==> config.mk <==
export PLATFORM = sky130hd
export DESIGN_NAME = bus_stim_gen_flat
export DESIGN_NICKNAME = d
export VERILOG_FILES = /design/src/rtl/bus_stim_pkg.sv /design/src/rtl/bus_stim_gen_if.sv /design/src/rtl/bus_stim_lfsr.sv /design/src/rtl/bus_stim_gen.sv /design/src/flat_wrapper.sv
export SDC_FILE = /design/constraint.sdc
export NUM_CORES = 1
export LEC_CHECK = 0
export ABC_AREA = 0
export CAP_MARGIN = 10
export CORE_MARGIN = 2
export CORE_UTILIZATION = 54
export DETAILED_ROUTE_END_ITERATION = 8
export GPL_TIMING_DRIVEN = 0
export PLACE_DENSITY_LB_ADDON = 0.05
export SYNTH_ARGS = -nofsm -noshare
export SYNTH_HDL_FRONTEND = slang
export SYNTH_SLANG_ARGS = --single-unit
==> constraint.sdc <==
create_clock -name clk -period 5.15 [get_ports clk]
set_input_delay 1.03 -clock clk [delete_from_list [all_inputs] [get_ports clk]]
set_output_delay 1.03 -clock clk [all_outputs]
set_load 0.01 [all_outputs]
==> src/rtl/bus_stim_pkg.sv <==
// Shared types for the bus stimulus generator: FSM states, address mode and
// Galois LFSR feedback masks (maximal length) indexed by address width.
package bus_stim_pkg;

    typedef enum logic [1:0] {
        IDLE  = 2'd0,
        WRITE = 2'd1,
        READ  = 2'd2,
        DONE  = 2'd3
    } state_e;

    typedef enum logic {
        MODE_INC  = 1'b0,
        MODE_LFSR = 1'b1
    } mode_e;

    // Right-shifting Galois form: v' = (v >> 1) ^ (v[0] ? mask : 0)
    localparam logic [15:0] LFSR_TAPS [3:16] = '{
        16'h0006, 16'h000C, 16'h0014, 16'h0030, 16'h0060, 16'h00B8, 16'h0110,
        16'h0240, 16'h0500, 16'h0E08, 16'h1C80, 16'h3802, 16'h6000, 16'hB400
    };

endpackage

==> src/rtl/bus_stim_gen_if.sv <==
// Beat bus between the stimulus generator (master) and its sink (slave).
// ready is the only signal flowing back towards the generator.
interface bus_stim_gen_if #(
    parameter int ADDR_W = 6,
    parameter int DATA_W = 8
);
    logic [ADDR_W-1:0] addr;
    logic              wr;
    logic              en;
    logic [DATA_W-1:0] wdata;
    logic              ready;

    modport master (output addr, output wr, output en, output wdata, input ready);
    modport slave  (input addr, input wr, input en, input wdata, output ready);
endinterface

==> src/rtl/bus_stim_lfsr.sv <==
// Galois LFSR address source; value runs one step ahead of the beat on the bus.
// Latency 1 from load/step; no backpressure of its own, step only on accepted beats.
module bus_stim_lfsr
    import bus_stim_pkg::*;
#(
    parameter int ADDR_W = 6
) (
    input  logic              clk,
    input  logic              rst_n,
    input  logic              load,
    input  logic [ADDR_W-1:0] seed,
    input  logic              step,
    output logic [ADDR_W-1:0] value
);
    localparam logic [ADDR_W-1:0] MASK = ADDR_W'(LFSR_TAPS[ADDR_W]);

    function automatic logic [ADDR_W-1:0] advance(input logic [ADDR_W-1:0] v);
        return (v >> 1) ^ (v[0] ? MASK : '0);
    endfunction

    always_ff @(posedge clk) begin
        if (!rst_n) begin
            value <= '0;
        end else if (load) begin
            value <= advance(seed);
        end else if (step) begin
            value <= advance(value);
        end
    end
endmodule

==> src/rtl/bus_stim_gen.sv <==
// Write-then-read beat sequencer; LFSR addressing only with BUS_STIM_GEN_LFSR_EN.
// First beat 1 cycle after start; ready=0 freezes the current beat in place.
module bus_stim_gen
    import bus_stim_pkg::*;
#(
    parameter int ADDR_W = 6,
    parameter int DATA_W = 8,
    parameter int LEN_W  = 8
) (
    input  logic              clk,
    input  logic              rst_n,
    input  logic              start,
    input  logic              mode,
    input  logic [ADDR_W-1:0] base_addr,
    input  logic [LEN_W-1:0]  wr_len,
    input  logic [LEN_W-1:0]  rd_len,
    output logic              busy,
    output logic              done,
    bus_stim_gen_if.master    bus
);
    state_e            state, state_nxt;
    logic [ADDR_W-1:0] base_q, src_base, first_addr, next_addr, addr_nxt;
    logic [LEN_W-1:0]  wr_len_q, rd_len_q, cnt, cnt_nxt;
    logic [DATA_W-1:0] wdata_nxt;
    logic              wr_nxt, en_nxt, busy_nxt, done_nxt;
    logic              accept, wr_last, rd_last, phase_start;

    assign accept   = bus.en && bus.ready;
    assign wr_last  = (cnt == wr_len_q - LEN_W'(1));
    assign rd_last  = (cnt == rd_len_q - LEN_W'(1));
    // From IDLE the live inputs describe the phase; afterwards the captured copy does
    assign src_base = (state == IDLE) ? base_addr : base_q;
    assign phase_start = (state_nxt != state) && ((state_nxt == WRITE) || (state_nxt == READ));

`ifdef BUS_STIM_GEN_LFSR_EN
    mode_e             mode_q;
    logic              use_lfsr;
    logic [ADDR_W-1:0] seed_eff, lfsr_value;

    assign use_lfsr   = ((state == IDLE) ? mode_e'(mode) : mode_q) == MODE_LFSR;
    assign seed_eff   = (src_base == '0) ? '1 : src_base;
    assign first_addr = use_lfsr ? seed_eff : src_base;
    assign next_addr  = use_lfsr ? lfsr_value : bus.addr + ADDR_W'(1);

    always_ff @(posedge clk) begin
        if (!rst_n) begin
            mode_q <= MODE_INC;
        end else if (state == IDLE && start) begin
            mode_q <= mode_e'(mode);
        end
    end

    bus_stim_lfsr #(.ADDR_W(ADDR_W)) u_lfsr (
        .clk   (clk),
        .rst_n (rst_n),
        .load  (phase_start),
        .seed  (seed_eff),
        .step  (accept),
        .value (lfsr_value)
    );
`else
    logic unused_mode;
    assign unused_mode = mode;
    assign first_addr  = src_base;
    assign next_addr   = bus.addr + ADDR_W'(1);
`endif

    always_ff @(posedge clk) begin
        if (!rst_n) state <= IDLE;
        else        state <= state_nxt;
    end

    always_comb begin
        state_nxt = state;
        unique case (state)
            IDLE: begin
                if (start) begin
                    if (wr_len != '0)      state_nxt = WRITE;
                    else if (rd_len != '0) state_nxt = READ;
                    else                   state_nxt = DONE;
                end
            end
            WRITE: begin
                if (accept && wr_last) state_nxt = (rd_len_q != '0) ? READ : DONE;
            end
            READ: begin
                if (accept && rd_last) state_nxt = DONE;
            end
            default: state_nxt = IDLE;
        endcase
    end

    // Next values of the registered bus outputs, keyed on the state being entered
    always_comb begin
        addr_nxt  = bus.addr;
        wr_nxt    = bus.wr;
        en_nxt    = bus.en;
        wdata_nxt = bus.wdata;
        busy_nxt  = 1'b0;
        done_nxt  = 1'b0;
        cnt_nxt   = cnt;
        unique case (state_nxt)
            WRITE, READ: begin
                en_nxt   = 1'b1;
                wr_nxt   = (state_nxt == WRITE);
                busy_nxt = 1'b1;
                if (phase_start) begin
                    cnt_nxt   = '0;
                    addr_nxt  = first_addr;
                    wdata_nxt = '0;
                end else if (accept) begin
                    cnt_nxt   = cnt + LEN_W'(1);
                    addr_nxt  = next_addr;
                    wdata_nxt = wr_nxt ? DATA_W'(cnt + LEN_W'(1)) : '0;
                end
            end
            DONE: begin
                addr_nxt  = '0;
                wr_nxt    = 1'b0;
                en_nxt    = 1'b0;
                wdata_nxt = '0;
                done_nxt  = 1'b1;
            end
            default: begin
                addr_nxt  = '0;
                wr_nxt    = 1'b0;
                en_nxt    = 1'b0;
                wdata_nxt = '0;
            end
        endcase
    end

    always_ff @(posedge clk) begin
        if (!rst_n) begin
            base_q    <= '0;
            wr_len_q  <= '0;
            rd_len_q  <= '0;
            cnt       <= '0;
            bus.addr  <= '0;
            bus.wr    <= 1'b0;
            bus.en    <= 1'b0;
            bus.wdata <= '0;
            busy      <= 1'b0;
            done      <= 1'b0;
        end else begin
            if (state == IDLE && start) begin
                base_q   <= base_addr;
                wr_len_q <= wr_len;
                rd_len_q <= rd_len;
            end
            cnt       <= cnt_nxt;
            bus.addr  <= addr_nxt;
            bus.wr    <= wr_nxt;
            bus.en    <= en_nxt;
            bus.wdata <= wdata_nxt;
            busy      <= busy_nxt;
            done      <= done_nxt;
        end
    end
endmodule

==> src/flat_wrapper.sv <==
// flat-port wrapper written by rule: the top's interface ports become plain ports
module bus_stim_gen_flat import bus_stim_pkg::*;
#(
    parameter int ADDR_W = 6,
    parameter int DATA_W = 8,
    parameter int LEN_W  = 8
)
  (clk, rst_n, start, mode, base_addr, wr_len, rd_len, busy, done, bus_addr, bus_wr, bus_en, bus_wdata, bus_ready);
  bus_stim_gen_if #(.ADDR_W(ADDR_W), .DATA_W(DATA_W)) bus_i ();
  input  logic clk;
  input  logic rst_n;
  input  logic start;
  input  logic mode;
  input  logic [ADDR_W-1:0] base_addr;
  input  logic [LEN_W-1:0] wr_len;
  input  logic [LEN_W-1:0] rd_len;
  output logic busy;
  output logic done;
  output wire logic [$bits(bus_i.addr)-1:0] bus_addr;
  output wire logic [$bits(bus_i.wr)-1:0] bus_wr;
  output wire logic [$bits(bus_i.en)-1:0] bus_en;
  output wire logic [$bits(bus_i.wdata)-1:0] bus_wdata;
  input wire logic [$bits(bus_i.ready)-1:0] bus_ready;
  assign bus_addr = bus_i.addr;
  assign bus_wr = bus_i.wr;
  assign bus_en = bus_i.en;
  assign bus_wdata = bus_i.wdata;
  assign bus_i.ready = bus_ready;
  bus_stim_gen #(.ADDR_W(ADDR_W), .DATA_W(DATA_W), .LEN_W(LEN_W)) u_core (.clk(clk), .rst_n(rst_n), .start(start), .mode(mode), .base_addr(base_addr), .wr_len(wr_len), .rd_len(rd_len), .busy(busy), .done(done), .bus(bus_i));
endmodule
==> results of run 1 <==
-- worst max-delay path by stage --
stage                    endpoint  slack [ns]  cells after the start
finish              u_core.cnt[7]        1.08                     16
floorplan           u_core.cnt[7]        1.78                     16
global placement    u_core.cnt[7]        0.90                     13
CTS                 u_core.cnt[7]        1.15                     16
detailed placement  u_core.cnt[7]        0.94                     13
global route        u_core.cnt[7]        0.63                     16
-- layout by cell type, fill, tap and decap left out, types with 10 or more instances in the layout --
master / instances
a21oi_1: 34
xnor2_1: 17
xor2_1: 12
nand3_1: 10
clkbuf_1: 21
nand2_1: 67
a211oi_1: 10
dfxtp_1: 49
nor2_1: 15
clkdlybuf4s50_1: 43
nor2b_1: 10
-- layout make-up --
class	count	area [um^2]	area share, %
sequential	49	981	28.7
buffer	26	119	3.47
clock inverter	2	37.5	1.10
inverter	9	33.8	0.987
multi-input combinational	272	1650	48.2
tap	70	87.6	2.56
timing repair buffer	43	430	12.6
clock buffer	6	82.6	2.41
-- registers in the layout, summed over array words and instances (netlist names) --
register          count
u_core.bus.wdata      8
u_core.cnt            8
u_core.rd_len_q       8
u_core.wr_len_q       8
u_core.base_q         6
u_core.bus.addr       6
u_core.state          2
u_core.bus.en         1
u_core.bus.wr         1
u_core.done           1
-- per-stage QoR --
stage / std cells / setup WS (ns) / total power [mW] / area [um^2] / util, %
after detailed placement: 469 / 0.940 / 0.607 / 3300 / 65.5
after global routing: 477 / 0.628 / 0.936 / 3420 / 67.9
final: 477 / 1.08 / 0.895 / 3420 / 67.9
after global placement: 469 / 0.900 / 0.603 / 3300 / 65.5
after floorplan: 356 / 1.78 / 0.541 / 2780 / -
after CTS: 477 / 1.15 / 0.897 / 3420 / 67.9
-- power by group through the flow --
stage	sequential, mW	clock, mW	combinational, mW
6_report	0.413	0.295	0.187
3_3_place_gp	0.421	0	0.182
2_1_floorplan	0.421	0	0.120
4_1_cts	0.413	0.298	0.186
5_1_grt	0.416	0.316	0.205
3_5_place_dp	0.422	0	0.185
-- cell families after synthesis --
| family | after synthesis | share of synthesized area [%] |
|---|---|---|
| fa+ha+maj | 7 | 3.15 |
| buf+inv | 35 | 5.48 |
| simple gates | 151 | 26.4 |
| xor+xnor | 29 | 9.12 |
| compound gates | 85 | 20.6 |
| flops | 49 | 35.2 |
-- critical path: cells and delay by family (launching register included) --
kind / cells / cell delay [ns]
AOI/OAI and AO/OA: 7 / 1.68
buffers and inverters: 5 / 1.25
adders and majority gates: 2 / 0.49
DFF: 1 / 0.31
and+or+nand+nor: 2 / 0.21
-- routing by layer --
metal	vias up	routed length, um	track usage, %
met5	-	0	0
met4	0	97	7.41
met3	11	303	3.70
met2	70	3090	39.2
met1	1233	3150	32.0
li1	1346	-	-
==> reports/metrics.yaml, run 1 <==
nets: 440
critical_path.slowest_cell: "a2111oi_0"
fmax_ghz: 0.246
yosys_warnings: 0
synthFlopType: "dfxtp_1"
cts_num_sinks: 49
critical_path_class: "flip-flop to flip-flop"
worst_pin_slew_ns: 0.646
yosysSeqAreaShare_pct: 35.2
cts_setup_buffers: 0
setup-violations-final: 0
maxCapViolations: 0
synth-seq-cells: 49
ant_nets: 0
cp-start-kind: "flip-flop"
grt.overflow.total: 0
synth_nets: 390
routabilityCongestion: 0.894
num_vias: 2660
fin_crit_sh_pct: 79.1
ctsHoldBuffers: 0
io_pins: 45
drive_above_1_share_pct: 4.42
cp-end-kind: "flip-flop"
avgViaCountPerCell: 5.58
die_area_um2: 5750
crit_chain: "clkbuf_1 > inv_1 > ha_1 > clkbuf_1 > o21bai_1 > a2111oi_0 > a311oi_1 > a211oi_1 > nand2_1 > a211o_1 > ha_1 > clkbuf_1 > clkbuf_1 > nor3_1 > o21ai_0 > a21oi_1"
status: "complete, no violations"
crit_arrival_ns: 4.26
hp-class: "flip-flop to flip-flop"
seqPwrFrac_pct: 46.2
synth_commonest_cells: "67 x nand2_1, 49 x dfxtp_1, 34 x a21oi_1, 21 x clkbuf_1, 17 x xnor2_1"
route.detailed.drc: 0
detailedRoute.firstPassIterationCount: 5
rows: 26
synth_top_area_share_pct: 35.2
cts_made_buffers: 5
layout_min_cycle_time_ns: 4.07
fp.dieW_um: 75.8
antenna_found_initial: 0
required_ns: 5.34
worstHoldEndpoint: "u_core.bus.wdata[2]"
hold_depth: 2
yosysTopAreaCell: "dfxtp_1"
fin_worst_skew_ns: 0.0110
r2r_start: "u_core.wr_len_q[0]"
slew_headroom_pct: 56.4
hold_viol: 0
grt_use_total_pct: 23.8
rsz0062_at_grt: "no"
netlist_area_um2: 2780
fp.coreArea_um2: 5040
ff2ff_path_depth: 16
io_buffers: 43
cts_buffer_depth: 2
leakage_nw: 1.19
clk_pin_slew_ns: 0.10
r2r-end: "u_core.cnt[7]"
h-tree-depth: 2
setup_tns_ns: 0
pwr-share-comb_pct: 20.9
critPathLaunch: "u_core.wr_len_q[0]"
wirelength_mm: 6.64
crit_path_frequent_cell: "clkbuf_1"
hp-start: "u_core.bus.wdata[2]"
fp.dieH_um: 75.8
r2r_slack_ns: 1.08
netlist_top_cells_area: "dfxtp_1 35%, nand2_1 9.0%, a21oi_1 6.1%"
grt_start_max_net_pins: 16
cts_root_buf: "clkbuf_8"
hold_slack_ns: 0.452
switchingPower_mw: 0.255
cp_max_fo: 10
power_frac_clock_pct: 32.9
hpwl_mm: 4.93
fillers: 461
synth-edff-count: 0
avgRoutedWirePerCell_um: 13.9
area_growth_pct: 22.9
grt_pass1_wl_mm: 10.5
postCtsResizedCells: 0
irDropWorstVdd_uv: 152
synth_async_sr_flop_share_pct: 0
max_stage_delay_ns: 0.46
synthCells: 356
swShare_pct: 28.5
initial_core_util_pct: 55.2
n_antenna_cell: 0
grt_pass1_vias: 2261
synth.most_common_cell: "nand2_1"
p_int_mw: 0.639
avgSynthCellArea_um2: 7.82
yosysUniqueCellTypes: 51
powerDensity_nw_per_um2: 261
cts_tree: "yes"
drt_iter0_markers: 105
clock_latency_ns: 0.32
maxSlewViolCount: 0
No activity file was read; power rests on OpenSTA's default activity.
==> run 2, diff against run 1 <==
--- a/config.mk
+++ b/config.mk
@@ -8,7 +8,7 @@
 export ABC_AREA = 0
 export CAP_MARGIN = 10
 export CORE_MARGIN = 2
-export CORE_UTILIZATION = 54
+export CORE_UTILIZATION = 48
 export DETAILED_ROUTE_END_ITERATION = 8
 export GPL_TIMING_DRIVEN = 0
 export PLACE_DENSITY_LB_ADDON = 0.05
==> constraint.sdc (replaced) <==
create_clock -name clk -period 3.3 [get_ports clk]
set_input_delay 0.66 -clock clk [delete_from_list [all_inputs] [get_ports clk]]
set_output_delay 0.66 -clock clk [all_outputs]
set_load 0.01 [all_outputs]
==> run 2 against run 1 <==
Hold slack better by 0.0033 ns. Wire length is 3.0% higher. Non-clock buffer count is 2 lower. Critical path depth is 6 lower. Register-to-register slack worse by 0.96 ns. Total power is 56% higher. Largest cell class unchanged.
==> reports/metrics.yaml, run 2 (synthesis results as in run 1) <==
status: "complete, no violations"
routabilityCongestion: 0.829  # -7.2%
drive_above_1_share_pct: 7.65  # +3.2 points
n_antenna_cell: 0  # unchanged
powerDensity_nw_per_um2: 401  # +53%
grt_pass1_vias: 2339  # +3.4%
swShare_pct: 27.7  # -0.81 points
maxCapViolations: 0  # unchanged
die_area_um2: 6420  # +12%
initial_core_util_pct: 50.2  # -5.0 points
grt_start_max_net_pins: 15  # -1
cts_buffer_depth: 2  # unchanged
clock_latency_ns: 0.31  # about the same
area_growth_pct: 25.2
hpwl_mm: 5.05  # +2.3%
ant_nets: 0  # unchanged
final_cell_mix: "66 x nand2_1, 45 x dfxtp_1, 43 x clkdlybuf4s50_1"
cp-start-kind: "flip-flop"
h-tree-depth: 2  # unchanged
wirelength_mm: 6.84  # +3.0%
route.detailed.drc: 0  # unchanged
post-place-ws_ns: -0.536  # -1.48 ns
maxSlewViolCount: 0  # unchanged
grt_use_total_pct: 22.1  # -1.7 points
grt_pass1_wl_mm: 11.2  # +6.3%
critPathLaunch: "u_core.rd_len_q[0]"
fp.coreArea_um2: 5540  # +9.9%
layout_min_cycle_time_ns: 3.18  # -0.890 ns
fin_crit_sh_pct: 96.4  # +17 points
leakage_nw: 1.22  # +2.5%
pwr-share-comb_pct: 21.5  # +0.6 points
fin_worst_skew_ns: 0.00965  # -0.00136 ns
seqPwrFrac_pct: 46.6  # +0.4 points
cp_max_fo: 10  # unchanged
crit_arrival_ns: 3.42  # -0.84 ns
antenna_found_initial: 0  # unchanged
cts_made_buffers: 5  # unchanged
avgRoutedWirePerCell_um: 14.3  # +3.0%
cts_num_sinks: 49  # unchanged
num_vias: 2661  # +0.038%
ctsHoldBuffers: 0  # unchanged
required_ns: 3.54  # -1.80 ns
irDropWorstVdd_uv: 244  # +60%
worst_pin_slew_ns: 0.573  # -0.0727 ns
final_cells: 477  # unchanged
r2r_start: "u_core.rd_len_q[0]"
setup-violations-final: 0  # unchanged
hp-start: "u_core.base_q[0]"
io_buffers: 43  # unchanged
worst_slack_ns: 0.118  # -0.960 ns
cts_tree: "yes"
hold_viol: 0  # unchanged
critical_path_class: "flip-flop to flip-flop"
detailedRoute.firstPassIterationCount: 5  # unchanged
final_common_cell: "nand2_1"
clk_pin_slew_ns: 0.09  # about the same
avgViaCountPerCell: 5.58  # about the same
rows: 27  # +3.8%
grt.overflow.total: 0  # unchanged
switchingPower_mw: 0.387  # +52%
cts_root_buf: "clkbuf_8"
drt_iter0_markers: 126  # +20%
hp-class: "flip-flop to flip-flop"
nets: 438  # -0.45%
dp_cells: 471  # +0.43%
cp-end-kind: "flip-flop"
io_pins: 45  # unchanged
power_frac_clock_pct: 31.9  # -1.0 points
slew_headroom_pct: 61.3  # +4.9 points
p_int_mw: 1.01  # +58%
fp.dieW_um: 80.2  # +5.7%
fp.dieH_um: 80.2  # +5.7%
fmax_ghz: 0.314  # +28%
==> run 2: cell type report <==
type	instances	area, um^2
Fill cell	551	2060
Tap cell	72	90.1
Timing Repair Buffer	47	460
Inverter	9	33.8
Buffer	20	98.8
Clock inverter	1	30.0
Clock buffer	7	86.3
Sequential cell	49	988
Multi-Input combinational cell	272	1700
==> run 2: power groups by stage <==
stage               clock network (mW)  registers, mW  logic [mW]
global placement                     0          0.658       0.288
global route                     0.475          0.656       0.332
floorplan                            0          0.657       0.188
finish                           0.446          0.652       0.300
CTS                              0.451          0.646       0.297
detailed placement                   0          0.659       0.292
==> run 2: critical path, stage by stage (launching register included) <==
cell,delay [ns]
dfxtp_2,0.37
or4_4,0.55
or3_1,0.36
a2111o_1,0.40
a2111oi_4,0.33
a211o_1,0.22
ha_4,0.25
clkbuf_4,0.19
nor3_1,0.19
o21ai_0,0.11
a21oi_1,0.13
==> run 2: path summary, 6_finish.rpt <==
path	endpoint	slack, ns	cells after the start
max	u_core.cnt[7]	0.12	10
min	u_core.base_q[0]	0.46	2
max reg2reg	u_core.cnt[7]	0.12	10
min reg2reg	u_core.base_q[0]	0.46	2
==> run 2: stage by stage <==
stage / setup TNS (ns) / cell area, um^2 / total power [mW] / utilization (%) / hold slack, ns
CTS: 0 / 3460 / 1.39 / 62.5 / 0.458
finish: 0 / 3480 / 1.40 / 62.9 / 0.455
global route: -0.0229 / 3480 / 1.46 / 62.9 / 0.480
detailed placement: -9.20 / 3310 / 0.950 / 59.8 / 0.446
floorplan: -0.00571 / 2790 / 0.845 / - / 0.432
global placement: -8.40 / 3310 / 0.946 / 59.8 / 0.437
==> run 2: layer usage <==
metal	vias to the layer above	GRT usage, %	share of wire (%)
li1	1333	-	-
met2	81	34.8	45
met3	5	4.04	5.7
met4	0	7.46	1.0
met5	-	0	0
met1	1242	30.4	48
==> run 2: timing repair <==
action | in CTS | in global routing
cloned | 0 | 0
resized for setup | 8 | 6
setup endpoints to repair | 24 | 17
setup buffers | 2 | 2
pin swaps | 1 | 4
